===== config.mk =====
export PLATFORM = sky130hd
export DESIGN_NAME = systolic_tile_sequencer
export DESIGN_NICKNAME = d
export VERILOG_FILES = /design/src/rtl/systolic_tile_sequencer.sv
export SDC_FILE = /design/constraint.sdc
export NUM_CORES = 1
export LEC_CHECK = 0
export CAP_MARGIN = 10
export CORE_MARGIN = 10
export CORE_UTILIZATION = 42
export CTS_BUF_LIST = sky130_fd_sc_hd__clkbuf_8
export CTS_CLUSTER_DIAMETER = 60
export CTS_CLUSTER_SIZE = 14
export DETAILED_ROUTE_END_ITERATION = 16
export MAX_ROUTING_LAYER = met4
export PLACE_DENSITY = 0.8
export RECOVER_POWER = 25
export SYNTH_ARGS = -nofsm -noshare
export SYNTH_HDL_FRONTEND = slang
export SYNTH_SLANG_ARGS = --single-unit

===== constraint.sdc =====
create_clock -name clk -period 2.05 [get_ports clk]
set_input_delay 0.3075 -clock clk [delete_from_list [all_inputs] [get_ports clk]]
set_output_delay 0.3075 -clock clk [all_outputs]
set_load 0.02 [all_outputs]

===== src/rtl/systolic_tile_sequencer.sv =====
// Sequences one output-stationary tile: clear, K operand reads with a skewed valid
// wavefront, fixed flush, then row drain. Optional performance counters: SEQ_PERF_CNT_EN.
module systolic_tile_sequencer #(
  parameter int N      = 4,
  parameter int K_W    = 8,
  parameter int ADDR_W = 10,
  localparam int DR_W  = (N > 1) ? $clog2(N) : 1
) (
  input  logic              clk,
  input  logic              rst,
  input  logic              start,
  input  logic [K_W-1:0]    k_len,
  output logic              busy,
  output logic              done,
  output logic              clear_acc,
  output logic              a_rd_en,
  output logic [ADDR_W-1:0] a_rd_addr,
  output logic              b_rd_en,
  output logic [ADDR_W-1:0] b_rd_addr,
  output logic [N-1:0]      feed_valid,
  output logic              out_valid,
  input  logic              out_ready,
  output logic [DR_W-1:0]   drain_row,
  output logic [31:0]       cycle_count,
  output logic [31:0]       stall_count
);

  localparam int FL_W = $clog2(2 * N) + 1;
  localparam logic [FL_W-1:0] FLUSH_LAST = FL_W'(2 * N - 1);
  localparam logic [DR_W-1:0] ROW_LAST   = DR_W'(N - 1);

  typedef enum logic [2:0] {
    S_IDLE  = 3'd0,
    S_CLEAR = 3'd1,
    S_FEED  = 3'd2,
    S_FLUSH = 3'd3,
    S_DRAIN = 3'd4,
    S_DONE  = 3'd5
  } state_t;

  state_t          state_q, state_d;
  logic [K_W-1:0]  k_last_q, k_last_d;
  logic [K_W-1:0]  kcnt_q, kcnt_d;
  logic [FL_W-1:0] fcnt_q, fcnt_d;
  logic [DR_W-1:0] row_q, row_d;
  logic [N-1:0]    skew_q, skew_d;
  logic [N:0]      skew_ext;
  logic            busy_q, busy_d;
  logic            done_q, done_d;
  logic            clear_acc_q, clear_acc_d;
  logic            rd_en_q, rd_en_d;
  logic            out_valid_q, out_valid_d;

  // Next-state, counter and registered-output decode
  always_comb begin
    state_d  = state_q;
    k_last_d = k_last_q;
    kcnt_d   = kcnt_q;
    fcnt_d   = fcnt_q;
    row_d    = row_q;
    case (state_q)
      S_IDLE: begin
        if (start) begin
          if (k_len != {K_W{1'b0}}) begin
            state_d  = S_CLEAR;
            k_last_d = k_len - K_W'(1);
          end else begin
            state_d = S_DONE;
          end
        end else begin
          state_d = S_IDLE;
        end
      end
      S_CLEAR: begin
        state_d = S_FEED;
        kcnt_d  = {K_W{1'b0}};
      end
      S_FEED: begin
        // The counter doubles as the read address and returns to zero on exit.
        if (kcnt_q == k_last_q) begin
          state_d = S_FLUSH;
          kcnt_d  = {K_W{1'b0}};
          fcnt_d  = {FL_W{1'b0}};
        end else begin
          kcnt_d = kcnt_q + K_W'(1);
        end
      end
      S_FLUSH: begin
        if (fcnt_q == FLUSH_LAST) begin
          state_d = S_DRAIN;
          row_d   = {DR_W{1'b0}};
        end else begin
          fcnt_d = fcnt_q + FL_W'(1);
        end
      end
      S_DRAIN: begin
        if (out_ready) begin
          if (row_q == ROW_LAST) begin
            state_d = S_DONE;
            row_d   = {DR_W{1'b0}};
          end else begin
            row_d = row_q + DR_W'(1);
          end
        end else begin
          row_d = row_q;
        end
      end
      S_DONE: begin
        state_d = S_IDLE;
      end
      default: begin
        state_d = S_IDLE;
      end
    endcase

    skew_ext    = {skew_q, rd_en_q};
    skew_d      = skew_ext[N-1:0];
    busy_d      = (state_d != S_IDLE);
    done_d      = (state_d == S_DONE);
    clear_acc_d = (state_d == S_CLEAR);
    rd_en_d     = (state_d == S_FEED);
    out_valid_d = (state_d == S_DRAIN);
  end

  // State, counters and output registers
  always_ff @(posedge clk) begin
    if (rst) begin
      state_q     <= S_IDLE;
      k_last_q    <= {K_W{1'b0}};
      kcnt_q      <= {K_W{1'b0}};
      fcnt_q      <= {FL_W{1'b0}};
      row_q       <= {DR_W{1'b0}};
      skew_q      <= {N{1'b0}};
      busy_q      <= 1'b0;
      done_q      <= 1'b0;
      clear_acc_q <= 1'b0;
      rd_en_q     <= 1'b0;
      out_valid_q <= 1'b0;
    end else begin
      state_q     <= state_d;
      k_last_q    <= k_last_d;
      kcnt_q      <= kcnt_d;
      fcnt_q      <= fcnt_d;
      row_q       <= row_d;
      skew_q      <= skew_d;
      busy_q      <= busy_d;
      done_q      <= done_d;
      clear_acc_q <= clear_acc_d;
      rd_en_q     <= rd_en_d;
      out_valid_q <= out_valid_d;
    end
  end

  assign busy       = busy_q;
  assign done       = done_q;
  assign clear_acc  = clear_acc_q;
  assign a_rd_en    = rd_en_q;
  assign b_rd_en    = rd_en_q;
  assign a_rd_addr  = ADDR_W'(kcnt_q);
  assign b_rd_addr  = ADDR_W'(kcnt_q);
  assign feed_valid = skew_q;
  assign out_valid  = out_valid_q;
  assign drain_row  = row_q;

`ifdef SEQ_PERF_CNT_EN
  logic [31:0] cycle_count_q, cycle_count_d;
  logic [31:0] stall_count_q, stall_count_d;

  // Counters restart on an accepted start and freeze once back in IDLE
  always_comb begin
    cycle_count_d = cycle_count_q;
    stall_count_d = stall_count_q;
    if ((state_q == S_IDLE) && start) begin
      cycle_count_d = 32'd1;
      stall_count_d = 32'd0;
    end else begin
      if (state_d != S_IDLE) begin
        cycle_count_d = cycle_count_q + 32'd1;
      end else begin
        cycle_count_d = cycle_count_q;
      end
      if ((state_q == S_DRAIN) && !out_ready) begin
        stall_count_d = stall_count_q + 32'd1;
      end else begin
        stall_count_d = stall_count_q;
      end
    end
  end

  // Performance counter registers
  always_ff @(posedge clk) begin
    if (rst) begin
      cycle_count_q <= 32'd0;
      stall_count_q <= 32'd0;
    end else begin
      cycle_count_q <= cycle_count_d;
      stall_count_q <= stall_count_d;
    end
  end

  assign cycle_count = cycle_count_q;
  assign stall_count = stall_count_q;
`else
  assign cycle_count = 32'd0;
  assign stall_count = 32'd0;
`endif

endmodule


## Word-level counts from Yosys, hierarchy flattened

Cells that the tools add are included.
Widths: inputs -> output; s select.

| storage, ports and cells | value |
|---|---|
| input port bits | 12 |
| register bits after elaboration | 34 |
| word-level logic and storage cells | 55 |
| output and inout port bits | 96 |

| cells by class | value |
|---|---|
| $add $sub $neg | 4 |
| eq/ne operators | 15 |
| muxes and demuxes | 16 |
| reductions and logical operators | 9 |

Operator list:

| kind | number |
|---|---|
| $mux 3 | 6 |
| $pmux 8 s2 | 1 |
| $pmux 3 s5 | 1 |
| $eq 3x2->1 const B | 3 |
| $eq 3x3->1 const B | 3 |
| $reduce_and 3->1 | 3 |
| $add 8x1->8 const B | 1 |
| $eq 8x8->1 | 1 |
| $mux 4 | 2 |
| $mux 8 | 1 |
| $ne 2x2->1 const B | 4 |
| $pmux 4 s2 | 1 |
| $reduce_bool 8->1 | 1 |
| $sub 8x1->8 const B | 1 |
| $eq 3x1->1 const B | 2 |
| $mux 2 | 3 |
| $reduce_bool 2->1 | 3 |
| $add 4x1->4 const B | 1 |
| $eq 4x3->1 const B | 1 |
| $pmux 2 s2 | 1 |
| $logic_not 3->1 | 1 |
| $reduce_bool 3->1 | 1 |
| $add 2x1->2 const B | 1 |
| $eq 2x2->1 const B | 1 |

## Depth between registers and ports, before layout

Gate-level depths: netlist (run 1).

| depth | value |
|---|---|
| depth after elaboration | 5 |
| mapped depth | 7 |
| depth with buffers taken out | 6 |

## Least setup slack after synthesis (run 1)

No wires, ideal clock.

| timing | value |
|---|---|
| path type | reg2reg |
| start point | reg kcnt_q[3] |
| end point | reg clear_acc_q, in the netlist clear_acc |
| cell stages (with the launch flop) | 6 |
| buffers on the path | 1 |
| data arrival time | 1.571 ns |
| data required time | 1.991 ns |
| clock period less this slack | 1.630 ns |
| setup time | 0.059 ns |
| path slack | 0.420 ns |
| cells stage by stage | dfxtp_1 > clkbuf_1 > xnor2_1 > nand4_1 > nor3_1 > o211a_1 |

| on the way | value |
|---|---|
| word-level cells in the longest chain between the ends | 4 |

Ends and longest elaborated chain:

| item | RTL line | source |
|---|---|---|
| start, declared | 43 | `logic [K_W-1:0] kcnt_q, kcnt_d;` |
| start signal, assigned | 130 | `kcnt_q <= {K_W{1'b0}};` |
| start signal, assigned | 142 | `kcnt_q <= kcnt_d;` |
| $eq 8x8->1 | 80 | `if (kcnt_q == k_last_q) begin` |
| $mux 3 | 80 |  |
| $pmux 3 s5 | 61 | `case (state_q)` |
| $eq 3x1->1 | 120 | `clear_acc_d = (state_d == S_CLEAR);` |
| end signal, assigned | 148 | `clear_acc_q <= clear_acc_d;` |
| end, declared | 50 | `logic clear_acc_q, clear_acc_d;` |

Every way passes these cells.
A chain may end at the register's enable or synchronous reset.

## Worst setup path in the final report (run 1)

| timing | value |
|---|---|
| start point | reg kcnt_q[3] |
| end point | out b_rd_addr[3] |

RTL lines:

| item | RTL line | source |
|---|---|---|
| end, declared | 19 | `output logic [ADDR_W-1:0] b_rd_addr,` |

No word-level cell between the ends.

==> results of run 1 <==
==> per-layer routing <==
layer / wire [um] / vias to the layer above / share of wire / global-route usage
met5: 0 / - / 0 / -
met4: 60 / 0 / 0.013 / 0.0398
met3: 518 / 7 / 0.11 / 0.0424
met2: 2280 / 73 / 0.48 / 0.176
met1: 1930 / 743 / 0.40 / 0.118
li1: - / 804 / - / -
==> power by group through the flow <==
stage / registers (mW) / logic, mW / clock network (mW)
after floorplan: 0.751 / 0.397 / 0
after global placement: 0.747 / 0.400 / 0
after detailed placement: 0.748 / 0.408 / 0
after CTS: 0.733 / 0.409 / 0.638
after global routing: 0.739 / 0.446 / 0.673
final: 0.733 / 0.409 / 0.620
==> Yosys cell counts (all sizes together) <==
cell,n
buf,80
dfxtp,34
xnor2,19
a211oi,15
nor2,14
nand2,10
nor3,9
and3,6
nand3,6
xor2,6
a21oi,5
clkbuf,5
ha,5
inv,5
nor2b,5
nor4,5
nand4,4
o21ai,3
and3b,2
nor3b,2
a221oi,1
a32oi,1
and2,1
and4,1
conb,1
dlymetal6s4s,1
mux2i,1
nand3b,1
nor4b,1
o211a,1
o21bai,1
o311ai,1
o32ai,1
o41ai,1
or3,1
or4b,1
==> cells by family (layout without fill, tap and decap cells) <==
kind of cell               Yosys count  in the layout  synth area share
other                                1             68           0.00165
xor gates and xnor gates            25             25            0.0965
buffers and inverters               91             61             0.292
and+or+nand+nor                     69             69             0.174
DFF                                 34             34             0.300
AOI/OAI and AO/OA                   30             30             0.104
adders and majority gates            5              5            0.0276
muxes                                1              1           0.00441
==> stage by stage <==
| stage | setup slack, ps | utilization |
|---|---|---|
| after floorplan | 420 | - |
| after CTS | 268 | 0.494 |
| after global placement | 40.3 | 0.472 |
| after global routing | 170 | 0.492 |
| after detailed placement | 21.1 | 0.472 |
| final | 298 | 0.492 |
==> cell usage in the layout, fill, tap and decap left out, types with 2 or more instances in the layout <==
cell type        count
clkdlybuf4s50_1     32
nand3_1              6
nand2_1             10
a211oi_1            13
nand4_1              4
ha_1                 5
o21ai_0              3
nor4_1               4
inv_1                5
nor3b_1              2
xnor2_1             19
a211oi_2             2
a21oi_1              4
nor3_1               9
nor2_1              13
buf_4                7
and3_1               5
clkbuf_8             6
and3b_1              2
conb_1              68
dfxtp_1             34
dlygate4sd3_1        7
nor2b_1              5
xor2_1               6
==> sequential cells by signal, summed over array words and instances, names as in the netlist <==
signal,flops
kcnt_q,8
out_valid,1
done,1
clear_acc,1
drain_row,2
fcnt_q,4
busy,1
k_last_q,8
feed_valid,4
state_q,3
a_rd_en,1
==> worst max-delay path by stage <==
stage,endpoint,from,depth (start not counted),slack [ps]
after floorplan,clear_acc,kcnt_q[3],5,420
after global placement,clear_acc,k_len[0],7,40
after detailed placement,k_last_q[4],k_len[0],9,20
after CTS,a_rd_addr[2],kcnt_q[2],1,270
after global routing,clear_acc,k_len[0],7,170
final,b_rd_addr[3],kcnt_q[3],1,300
==> layout make-up <==
type	instances	area share
Inverter	5	0.00737
Timing Repair Buffer	49	0.185
Multi-Input combinational cell	198	0.461
Sequential cell	34	0.267
Tap cell	70	0.0344
Clock buffer	6	0.0324
Clock inverter	1	0.0118
==> results.cfg, run 1 <==
[outcome]
outcome = complete, no violations

[setup_path]
reg2reg_depth = 4
critPathLaunchType = flip-flop
crit_buf_inv = 1
critPathSlowestCell = clkdlybuf4s50_1
endpoint_kind = output port
path_cells = clkdlybuf4s50_1
max_stage_delay_ps = 670
cp.required_ps = 1740
arrival_ps = 1440
path_class = reg2out
critPathTopFamily = buffers and inverters
regToRegSetupSlack_ps = 340
rr_endpoint = kcnt_q[1]
worstPathMaxFanout = 8
regToRegStartpoint = kcnt_q[2]

[final_layout]
regArea_sq_um = 681
nFillCells = 506
area_delta_synth_final_pct = 12.2
fin_area_sq_um = 2550
antennaDiodeCount = 0
multi_input_comb_area_sq_um = 1170
fin_nets = 310
drive_above_1_share = 0.0785
final_cells = 363

[cts]
cts.sink_count = 34
clockBufferDepth = 2
cts-resized-gates = 0
hold_buffers = 0
clk_pin_slew_ps = 60
numCtsBuffers = 5
clock_latency_ps = 280
cts-root-buf = clkbuf_8
tritoncts = yes
post_cts_buffers = 0
htree_levels = 2

[floorplan]
start_util = 0.439
die_x_um = 93.5
num_rows = 26
core_area_sq_um = 5170
die_h_um = 93.5
dieArea_sq_um = 8740
num_io_pins = 108

[worst_hold_path]
worstHoldStart = feed_valid[2]
worstHoldPathCells = 1
min_path_type = reg2reg
holdPathEnd = feed_valid[3]

[drt]
antenna_left = 0
first_iter_violations = 78
wl_per_cell_um = 13.2
routed_wl_um = 4790
vias = 1627
firstDrtPassIters = 4
viasPerCell = 4.48
drc = 0

[synthesis]
netlist_area_sq_um = 2270
synth.distinct_cells = 44
yosysTopAreaCellShare = 0.300
yosys_warnings = 0
ys_ff_latch = 34
netlist_instances = 256
ys_seq_area_frac = 0.300
synth_area_per_cell_sq_um = 8.86
synth_area_leaders = dfxtp_1 (30%), buf_4 (25%), xnor2_1 (7.3%), a211oi_1 (4.3%), ha_1 (2.8%)
synth_area_leader_cell = dfxtp_1

[power_and_ir_drop]
switching_share = 0.306
power_mw = 1.76
power_switching_uw = 540
p_leak_nw = 1.06
clkPwrFrac = 0.352
power_density_nw_per_um2 = 692
intPower_mw = 1.22
ir_drop_v = 0.000356
pwr-share-comb = 0.232
seq_power_share = 0.416

[global_routing]
grt_overflow_total = 0
grt_pass1_wl_um = 7660
grt_start_max_net_pins = 27
gr-usage-all-layers = 0.109
antenna_found_initial = 0
grt_pass1_vias = 1642

[placed_design]
placed_cells = 356
gp_congestion = 0.854
post_dp_cell_area_sq_um = 2440
dpl.hpwl_um = 3940
portBuffers = 39

[timing]
slew_headroom = 0.566
final_max_slew_viol_count = 0
worst_pin_slew_ps = 646
hold_viol = 0
fin_crit_sh = 0.854
setup_viol = 0
fin_crit_ps = 1750
hold_ws_ps = 457
timing.fmax_mhz = 571
rsz0062_at_grt = false
fin_tns_setup_ps = 0
finClkSkew_ps = 3.61

[job]
drv_cap = 0
Note: power is estimated with default switching activity, not from simulation.
==> run 2: changes to the inputs <==
Settings changed: GPL_ROUTABILITY_DRIVEN set to 1, GPL_TIMING_DRIVEN set to 0.
Clock period 2.05 ns to 1.98 ns, I/O delays scaled along.
==> results.cfg, run 2 (same netlist as run 1, synthesis figures left out) <==
[outcome]
outcome = complete, no violations

[setup_path]
path_class = reg2out
endpoint_kind = output port
critPathLaunchType = flip-flop
arrival_ps = 1530
cp.required_ps = 1680
worstPathMaxFanout = 7

[worst_hold_path]
min_path_type = reg2reg

[cts]
tritoncts = yes
clk_pin_slew_ps = 70
cts-root-buf = clkbuf_8
numCtsBuffers = 5
clockBufferDepth = 2
clock_latency_ps = 290
cts.sink_count = 34
post_cts_buffers = 0
htree_levels = 2

[global_routing]
grt_start_max_net_pins = 11
grt_pass1_vias = 1830
grt_overflow_total = 0
antenna_found_initial = 0
gr-usage-all-layers = 0.122
grt_pass1_wl_um = 8450

[power_and_ir_drop]
p_leak_nw = 1.47
power_mw = 1.82
power_density_nw_per_um2 = 586
ir_drop_v = 0.000337

[timing]
worst_pin_slew_ps = 631
slew_headroom = 0.577
setup_viol = 0
hold_ws_ps = 460
fin_crit_sh = 0.924
rsz0062_at_grt = false
finClkSkew_ps = 5.86
hold_viol = 0
timing.fmax_mhz = 546
fin_crit_ps = 1830
fin_tns_setup_ps = 0
final_max_slew_viol_count = 0

[drt]
viasPerCell = 4.15
routed_wl_um = 5220
wl_per_cell_um = 11.9
first_iter_violations = 87
vias = 1828
drc = 0
antenna_left = 0
firstDrtPassIters = 4

[final_layout]
final_common_cell = buf_4
area_delta_synth_final_pct = 37.1
fin_nets = 386
drive_above_1_share = 0.270
final_cell_mix = buf_4 (77), conb_1 (68), dfxtp_1 (34)
final_core_util = 0.601
antennaDiodeCount = 0
reg_top3 = k_last_q x8, kcnt_q x8

[floorplan]
num_rows = 26
die_x_um = 93.5
dieArea_sq_um = 8740
num_io_pins = 108
core_area_sq_um = 5170
die_h_um = 93.5
start_util = 0.439

[job]
drv_cap = 0

[placed_design]
dpl.hpwl_um = 4290
portBuffers = 39
gp_congestion = 0.829
==> run 2: changes by cell type in the layout (fill, tap and decap cells not counted), sizes merged <==
cell	change
clkinv	+1
clkbuf	+4
dlygate4sd3	+4
inv	+1
buf	+71
clkdlybuf4s50	-4
bufinv	-1
dlymetal6s4s	+1
==> run 2: repair_timing <==
| item | in CTS | in global routing |
|---|---|---|
| setup endpoints to repair | 3 | 15 |
| endpoints found under the hold margin | 0 | 0 |
| gates resized for setup | 1 | 5 |
| gates cloned | 0 | 0 |
| hold buffers | 0 | 0 |
==> run 2: path summary, 6_finish.rpt <==
kind,from,endpoint,slack (ps),cells after the start
min,feed_valid[2],feed_valid[3],460,1
max reg2reg,state_q[2],done,160,5
max,kcnt_q[2],b_rd_addr[2],150,2
min reg2reg,feed_valid[2],feed_valid[3],460,1
==> run 2: cell type report <==
class                   instances  area (sq um)
repair buffers                 39           390
clock buffers                   6          82.6
plain buffers                  86           637
well taps                      70          87.6
flip-flops and latches         34           681
inverters                       5          18.8
multi-input cells             198          1200
fillers                       457          2060
clock inverters                 2          8.76
==> run 2: stage by stage <==
stage | instance area [sq um] | worst slack, ps | instances
6_report | 3110 | 150 | 440
3_3_place_gp | 3000 | -411 | 432
3_5_place_dp | 3000 | -380 | 432
5_1_grt | 3110 | 7.80 | 440
4_1_cts | 3090 | 85.1 | 440
2_1_floorplan | 2520 | 350 | 323
==> run 2: metal layers <==
metal | vias to the layer above | global-route usage | wire length, um
met5 | - | - | 0
met4 | 0 | 0.0411 | 85
met3 | 8 | 0.0512 | 527
met2 | 79 | 0.200 | 2470
met1 | 785 | 0.130 | 2140
li1 | 956 | - | -
==> run 2: critical path, stage by stage, from the launching register on <==
cell and delay (ps):
dfxtp_1 490, buf_4 160, clkdlybuf4s50_1 590
==> run 2: power breakdown <==
part           internal (mW)  switching (mW)  total [mW]
clock                  0.275           0.244       0.519
sequential             0.722          0.0294       0.751
combinational          0.238           0.316       0.554
